$ cat src/rtl/pfb_dbg_pkg.sv
// Shared types and helpers for the pfb deadlock report controller.
// Holds the FSM state encoding and width helpers.
package pfb_dbg_pkg;

  typedef enum logic [2:0] {
    IDLE,
    QUALIFY,
    SCAN,
    REPORT,
    HOLD
  } state_t;

  localparam int RPT_CNT_W = 16;

  // Width of a field able to index n values; never below one bit.
  function automatic int clog2w(input int n);
    return (n <= 2) ? 1 : $clog2(n);
  endfunction

endpackage

$ cat src/rtl/pfb_rr_pick.sv
// Round-robin first-set-bit finder.
// Searches req upward from ptr, wrapping at NUM_MON-1.
module pfb_rr_pick
  import pfb_dbg_pkg::*;
#(
  parameter int NUM_MON = 4,
  parameter int IDX_W   = clog2w(NUM_MON)
) (
  input  logic [NUM_MON-1:0] req,
  input  logic [IDX_W-1:0]   ptr,
  output logic [IDX_W-1:0]   idx,
  output logic               found
);

  // Walk from farthest to nearest so the nearest set bit wins.
  always_comb begin
    idx   = '0;
    found = 1'b0;
    for (int i = NUM_MON - 1; i >= 0; i--) begin
      if (req[(int'(ptr) + i) % NUM_MON]) begin
        found = 1'b1;
        idx   = IDX_W'((int'(ptr) + i) % NUM_MON);
      end
    end
  end

endmodule

$ cat src/rtl/pfb_deadlock_report_ctrl.sv
// Deadlock qualifier and round-robin reporter.
// Qualifies a stable blocked set, then drains it over valid/ready.
module pfb_deadlock_report_ctrl
  import pfb_dbg_pkg::*;
#(
  parameter int NUM_MON = 4,
  parameter int THRESH  = 16,
  parameter int IDX_W   = clog2w(NUM_MON),
  parameter int CNT_W   = clog2w(THRESH + 1)
) (
  input  logic                 clock,
  input  logic                 reset_n,
  input  logic                 enable,
  input  logic [NUM_MON-1:0]   mon_block,
  input  logic                 all_idle,
  output logic                 rpt_valid,
  input  logic                 rpt_ready,
  output logic [IDX_W-1:0]     rpt_idx,
  output logic [NUM_MON-1:0]   rpt_mask,
  output logic                 deadlock,
  output logic [RPT_CNT_W-1:0] rpt_count
);

  state_t             state;
  logic [CNT_W-1:0]   qual_cnt;
  logic [NUM_MON-1:0] last_mask;
  logic [NUM_MON-1:0] snap;
  logic [NUM_MON-1:0] snap_left;
  logic [IDX_W-1:0]   rr_ptr;
  logic [IDX_W-1:0]   pick_idx;
  logic               pick_found;
  logic               accept;

  assign accept    = rpt_valid && rpt_ready;
  assign snap_left = snap & ~(NUM_MON'(1) << rpt_idx);

  pfb_rr_pick #(
    .NUM_MON (NUM_MON),
    .IDX_W   (IDX_W)
  ) u_pick (
    .req   (snap),
    .ptr   (rr_ptr),
    .idx   (pick_idx),
    .found (pick_found)
  );

  // Qualify, snapshot, and drain the blocked set one entry at a time.
  always_ff @(posedge clock or negedge reset_n) begin
    if (!reset_n) begin
      state     <= IDLE;
      qual_cnt  <= '0;
      last_mask <= '0;
      snap      <= '0;
      rr_ptr    <= '0;
      rpt_valid <= 1'b0;
      rpt_idx   <= '0;
      rpt_mask  <= '0;
      deadlock  <= 1'b0;
      rpt_count <= '0;
    end else begin
      unique case (state)
        IDLE: begin
          if (enable && !all_idle && |mon_block) begin
            last_mask <= mon_block;
            qual_cnt  <= CNT_W'(1);
            state     <= QUALIFY;
          end
        end
        QUALIFY: begin
          if (!enable || all_idle || mon_block == '0) begin
            qual_cnt <= '0;
            state    <= IDLE;
          end else if (mon_block != last_mask) begin
            last_mask <= mon_block;
            qual_cnt  <= CNT_W'(1);
          end else if (qual_cnt == CNT_W'(THRESH - 1)) begin
            snap     <= mon_block;
            rpt_mask <= mon_block;
            deadlock <= 1'b1;
            state    <= SCAN;
          end else begin
            qual_cnt <= qual_cnt + CNT_W'(1);
          end
        end
        SCAN: begin
          rpt_idx   <= pick_idx;
          rpt_valid <= pick_found;
          state     <= REPORT;
        end
        REPORT: begin
          if (accept) begin
            snap      <= snap_left;
            rr_ptr    <= (rpt_idx == IDX_W'(NUM_MON - 1)) ?
                         '0 : rpt_idx + IDX_W'(1);
            rpt_valid <= 1'b0;
            if (rpt_count != '1)
              rpt_count <= rpt_count + RPT_CNT_W'(1);
            state     <= (|snap_left) ? SCAN : HOLD;
          end
        end
        HOLD: begin
          if (mon_block == '0)
            state <= IDLE;
        end
        default: state <= IDLE;
      endcase
    end
  end

endmodule
$ cat config.mk
export PLATFORM = sky130hd
export DESIGN_NAME = pfb_deadlock_report_ctrl
export DESIGN_NICKNAME = d
export VERILOG_FILES = /design/src/rtl/pfb_dbg_pkg.sv /design/src/rtl/pfb_rr_pick.sv /design/src/rtl/pfb_deadlock_report_ctrl.sv
export SDC_FILE = /design/constraint.sdc
export NUM_CORES = 1
export LEC_CHECK = 0
export ABC_AREA = 1
export BUFFER_PORTS_ARGS = -buffer_cell sky130_fd_sc_hd__clkbuf_2
export CAP_MARGIN = 20
export CELL_PAD_IN_SITES_DETAIL_PLACEMENT = 1
export CELL_PAD_IN_SITES_GLOBAL_PLACEMENT = 2
export CORE_ASPECT_RATIO = 0.6
export CORE_MARGIN = 2
export CORE_UTILIZATION = 31
export CTS_BUF_LIST = sky130_fd_sc_hd__clkbuf_4 sky130_fd_sc_hd__clkbuf_8
export DETAILED_ROUTE_END_ITERATION = 10
export GPL_TIMING_DRIVEN = 0
export PLACE_DENSITY_LB_ADDON = 0.1
export SETUP_SLACK_MARGIN = 0.4
export SKIP_CTS_REPAIR_TIMING = 1
export SYNTH_ARGS = -nofsm -noshare
export SYNTH_HDL_FRONTEND = slang
export SYNTH_SLANG_ARGS = --single-unit
$ cat constraint.sdc
create_clock -name clock -period 1.5 [get_ports clock]
set_input_delay 0.3 -clock clock [delete_from_list [all_inputs] [get_ports clock]]
set_output_delay 0.3 -clock clock [all_outputs]
set_load 0.02 [all_outputs]
### After elaboration in Yosys (flattened, before gate mapping)

Index checks and enable logic that the tools add are counted.

| word-level totals | value |
|---|---|
| bits in registers | 42 |
| logic and storage cells | 115 |

| operators by class | value |
|---|---|
| add/sub/neg operators | 6 |
| magnitude comparators | 4 |
| eq/ne operators | 18 |
| shift-type cells | 1 |
| multiplexer cells | 44 |
| bitwise logic cells | 7 |
| reduce and logical (&&, ||, !) cells | 25 |

Operators with widths:

| kind | number |
|---|---|
| $mux W4 | 7 |
| $mux W3 | 7 |
| $mux W5 | 4 |
| $add A16 B1 Y16 const B | 1 |
| $ne A16 B16 Y1 const B | 1 |
| $pmux W4 S2 | 2 |
| $pmux W3 S5 | 1 |
| $ne A2 B2 Y1 const B | 7 |
| $lt A3 B4 Y1 const B | 3 |
| $mux W1 | 12 |
| $mux W2 | 5 |
| $pmux W5 S2 | 1 |
| $reduce_and A5 Y1 | 2 |
| $bmux W1 S2 | 4 |
| $reduce_and A4 Y1 | 2 |
| $reduce_or A4 Y1 | 2 |
| $eq A3 B2 Y1 const B | 2 |
| $ne A3 B3 Y1 const B | 2 |
| $reduce_and A3 Y1 | 2 |
| $reduce_bool A2 Y1 | 3 |
| $reduce_or A2 Y1 | 3 |
| $add A5 B1 Y5 const B | 1 |
| $eq A5 B4 Y1 const B | 1 |
| $add A2 B1 Y2 const B | 2 |
| other kinds (19) | 28 |

### Longest topological paths before layout

| depth | value |
|---|---|
| depth after elaboration | 11 |
| depth in mapped cells | 11 |
| mapped depth without buffers | 10 |

### Modules after synthesis

From an unflattened synthesis, not the netlist that was laid out.

| second synthesis, totals | value |
|---|---|
| cells, all modules | 376 |
| area, all modules | 2732.6 um2 |

Modules (own cells, without submodules):

| module | instances | cells each | area each (um2) |
|---|---|---|---|
| pfb_deadlock_report_ctrl | 1 | 332 | 2517.4 |
| pfb_rr_pick | 1 | 44 | 215.2 |

### Worst setup path before layout

No wires, ideal clock.

| timing path | value |
|---|---|
| kind | reg2reg |
| from | register rpt_count[0] |
| to | register rpt_count[3] |
| library setup time | 123 ps |
| arrival | 1553 ps |
| required time | 1377 ps |
| slack | -176 ps |
| cell stages (with the launch flop) | 11 |
| path through | dfrtp_1 ha_1 nand3_2 nor3_1 and2_2 nand2_4 nand2_8 inv_4 buf_6 nand3_2 nand2_1 |

| on the way | value |
|---|---|
| longest elaborated chain between the ends | 2 |
| elaborated cells between the ends (all ways) | 3 |

Ends and longest elaborated chain:

| what | line | text |
|---|---|---|
| from (decl) | pfb_deadlock_report_ctrl.sv:21 | `output logic [RPT_CNT_W-1:0] rpt_count` |
| from (signal assigned) | pfb_deadlock_report_ctrl.sv:97 | `rpt_count <= rpt_count + RPT_CNT_W'(1);` |
| parallel branches: the longest is 2 deep, another holds $add A16 B1 Y16 | -- |  |

Several ways; the timed one is not identified.
A chain may end at the register's enable or synchronous reset.

### Final worst setup path

| timing path | value |
|---|---|
| from | register qual_cnt[0] |
| to | register qual_cnt[3] |

| on the way | value |
|---|---|
| longest elaborated chain between the ends | 5 |
| elaborated cells between the ends (all ways) | 8 |

Ends and longest elaborated chain:

| what | line | text |
|---|---|---|
| from (decl) | pfb_deadlock_report_ctrl.sv:25 | `logic [CNT_W-1:0] qual_cnt;` |
| from (signal assigned) | pfb_deadlock_report_ctrl.sv:82 | `qual_cnt <= qual_cnt + CNT_W'(1);` |
| $add A5 B1 Y5 | pfb_deadlock_report_ctrl.sv:82 |  |
| $mux W5 | pfb_deadlock_report_ctrl.sv:76 | `end else if (qual_cnt == CNT_W'(THRESH - 1)) begin` |
| $mux W5 | pfb_deadlock_report_ctrl.sv:73 | `end else if (mon_block != last_mask) begin` |
| $mux W5 | pfb_deadlock_report_ctrl.sv:70 | `if (!enable \|\| all_idle \|\| mon_block == '0) begin` |
| $pmux W5 S2 | pfb_deadlock_report_ctrl.sv:61 | `unique case (state)` |

Parallel ways exist; a longest one is shown, timed or not. The select of a mux whose other input is x is not followed.

==> out/results.txt <==
Status = finished, violations left
Failing checks = negative hold slack, negative setup slack
Power per Cell Area = 526 nW/µm²
Final slew viol count = 0
Max stage delay on crit path = 410 ps
Die height = 74.4 µm
Synth area leader = dfrtp_1
Leak pwr = 1.82 nW
Chip width = 121 µm
Highest clock rate = 0.629 GHz
Area of the multi-input gates = 1740 µm²
Detailed-route DRC error count = 0
Pin count of the biggest net entering global routing = 25
Peak VDD IR = 0.416 mV
Commonest cells post-synth = nand2_1 (115), dfrtp_1 (42), nand3_1 (31)
WP buf/inv = 0
Worst Setup Start Kind = register
Post-DP HPWL = 5850 µm
Placed cell count = 479
GRT Total Usage = 17.4%
Sequential cell area = 1060 µm²
Total Wirelength = 8390 µm
Synth area leaders = dfrtp_1 (41%), nand2_1 (17%), nand3_1 (6.1%), xor2_1 (4.8%), inv_1 (4.4%)
Post-Layout Cell Count = 518
Die ar. = 9040 µm²
Worst clock skew = 13.6 ps
CP max-delay cell = dfrtp_1
Final Setup Violations = 30
Crit path time final = 1590 ps
Crit-path max FO = 4
Core Footprint = 7950 µm²
Final hold vios = 18
Post-Syn Instances = 338
Worst setup margin = -90.7 ps
# IOs = 33
Worst-Skew Late Latency = 310 ps
Slew @ Worst Pin = 538 ps
YS warnings = 0
Final period util = 106%
Longest Clk Path Bufs = 2
Post-Layout Inst Area = 3870 µm²
Max-Cap Viols = 0
Arrival time worst endpoint = 1800 ps
CTS tree = built
Register bit total from synthesis = 42
Post-synth EDFFs = 0
DR pass1 iterations = 4
Remaining antenna violation count = 0
Post-synth top area share = 41.0%
Critical path required time = 1710 ps
Worst relative slew slack = 64.2%
Layout cells sized above 1 = 46.6%
First-pass GRT wire length = 11700 µm
Setup TNS = -1400 ps
Worst min-delay path class = input pin to asynchronous set/reset pin
Synthesized area = 2560 µm²
Drt initial violations = 82
CP Capture Type = register
Most frequent cell after synthesis = nand2_1
DR WL/cell = 16.2 µm
GPL Wtd Cong = 0.774
Post-synth ARST share = 100%
Cell mode on critical path = nand2_1
CP Cell Sequence = ha_2 -> nand2_1 -> nor2_1 -> ha_2 -> nand3_2 -> nor2_4 -> nor2_2 -> nand2_1 -> nand2_1
Crit Path Category = register to register
Vias = 2410
Fillers = 954
Yosys cell types = 31
Largest delay share family, worst path = simple AND/OR/NAND/NOR gates
Mean Syn Cell Area = 7.58 µm²
Diode count = 0
Clock Sinks = 42
CTS buffer count = 5
Placed inst area = 3030 µm²
Starting Density = 32.3%
Total grt overflow = 0
Vias in the first global route = 2222
Post-synthesis sequential area ratio = 41.0%
IO Port Bufs = 32
CTS Root Cell = clkbuf_8
Max H-tree Level = 2
Total power = 2.04 mW
Synthesized net count = 354
Initial antenna violation count = 0
WHS = -43.5 ps
Layout area overhead = 51.0%
Fin nets = 425
Worst-path clk slew = 90 ps
Core Rows = 25
RSZ-0062 raised after global routing = yes
Synth Flop Type = dfrtp_1
Via/cell ratio = 4.65
report_power, final:
| group | total [mW] | internal, mW | switching, mW |
|---|---|---|---|
| Combinational | 0.0867 | 0.0263 | 0.0604 |
| Clock | 0.820 | 0.391 | 0.430 |
| Sequential | 1.13 | 1.13 | 0 |
| Total | 2.04 | 1.55 | 0.490 |
logic make-up after synthesis:
logic type,after synthesis,share of synthesized area [%]
AND/OR/NAND/NOR,198,34.8
AO/OA/AOI/OAI,29,6.69
adder cells (fa/ha/maj),7,3.42
XOR/XNOR,20,6.83
flip-flops,42,41.0
buffers and inverters,42,7.22
layer usage:
layer	global-route usage, %	share of wire, %	routed length [µm]
met3	3.76	2.6	214
met2	23.5	43	3590
met1	27.5	54	4500
met5	0	0	0
met4	4.60	0.95	80
flip-flops by register name, indices dropped and copies added, names as in the netlist, 2 cells and up:
register   count
rpt_idx        2
rr_ptr         2
rpt_mask       4
snap           4
qual_cnt       5
last_mask      4
rpt_count     16
state          3
metrics by stage:
step / util (%) / setup WS (ps)
2_1_floorplan: - / -23.7
3_3_place_gp: 37.9 / -163
3_5_place_dp: 38.2 / -182
4_1_cts: 39.4 / -198
5_1_grt: 48.7 / -209
6_report: 48.7 / -90.7
cell type report:
cell class	instances	area share (%)
buffer	5	2.00
multi-input combinational	254	44.9
timing repair buffer	64	15.3
sequential	42	27.5
clock buffer	7	2.33
inverter	37	4.30
tap	108	3.49
clock inverter	1	0.129
layout by cell type (no fill, tap or decap), types with 2 or more instances in the layout:
cell / netlist / layout
nand2_1: 115 / 93
dfrtp_1: 42 / 31
buf_4: 0 / 26
inv_1: 30 / 22
buf_6: 3 / 21
nand3_2: 2 / 17
nand2_2: 4 / 16
nor2_1: 20 / 15
xor2_1: 14 / 13
nand3_1: 31 / 13
dfrtp_2: 0 / 11
nand2_4: 1 / 10
inv_2: 6 / 9
o21ai_1: 12 / 9
o21ai_2: 4 / 9
clkbuf_2: 0 / 9
nor2_2: 3 / 6
clkbuf_8: 0 / 6
nand4_1: 5 / 5
xnor2_1: 6 / 5
or2_4: 0 / 5
o21ai_0: 10 / 5
buf_2: 2 / 5
inv_4: 1 / 4
nor3_1: 5 / 4
buf_12: 0 / 4
ha_4: 0 / 4
nor2_4: 1 / 3
nand3_4: 0 / 3
o21ai_4: 0 / 3
clkbuf_16: 0 / 3
nand2_8: 1 / 2
ha_2: 0 / 2
worst register-to-register path, cell delays in order, from the launching register on:
cell	delay, ps
dfrtp_1	410
ha_2	200
nand2_1	60
nor2_1	120
ha_2	250
nand3_2	140
nor2_4	140
nor2_2	70
nand2_1	60
nand2_1	40
worst paths after layout:
| path | slack, ps | from | endpoint | cells after the start |
|---|---|---|---|---|
| min in group clock | 280 | rpt_ready | state[1] | 4 |
| max in group asynchronous | 1000 | reset_n | rpt_count[4] | 2 |
| hold / removal | -40 | reset_n | rpt_idx[0] | 1 |
| setup / recovery | -90 | qual_cnt[0] | qual_cnt[3] | 9 |
| setup reg to reg | -90 | qual_cnt[0] | qual_cnt[3] | 9 |
| hold reg to reg | 490 | qual_cnt[4] | qual_cnt[4] | 2 |
No activity file was read; power rests on OpenSTA's default activity.
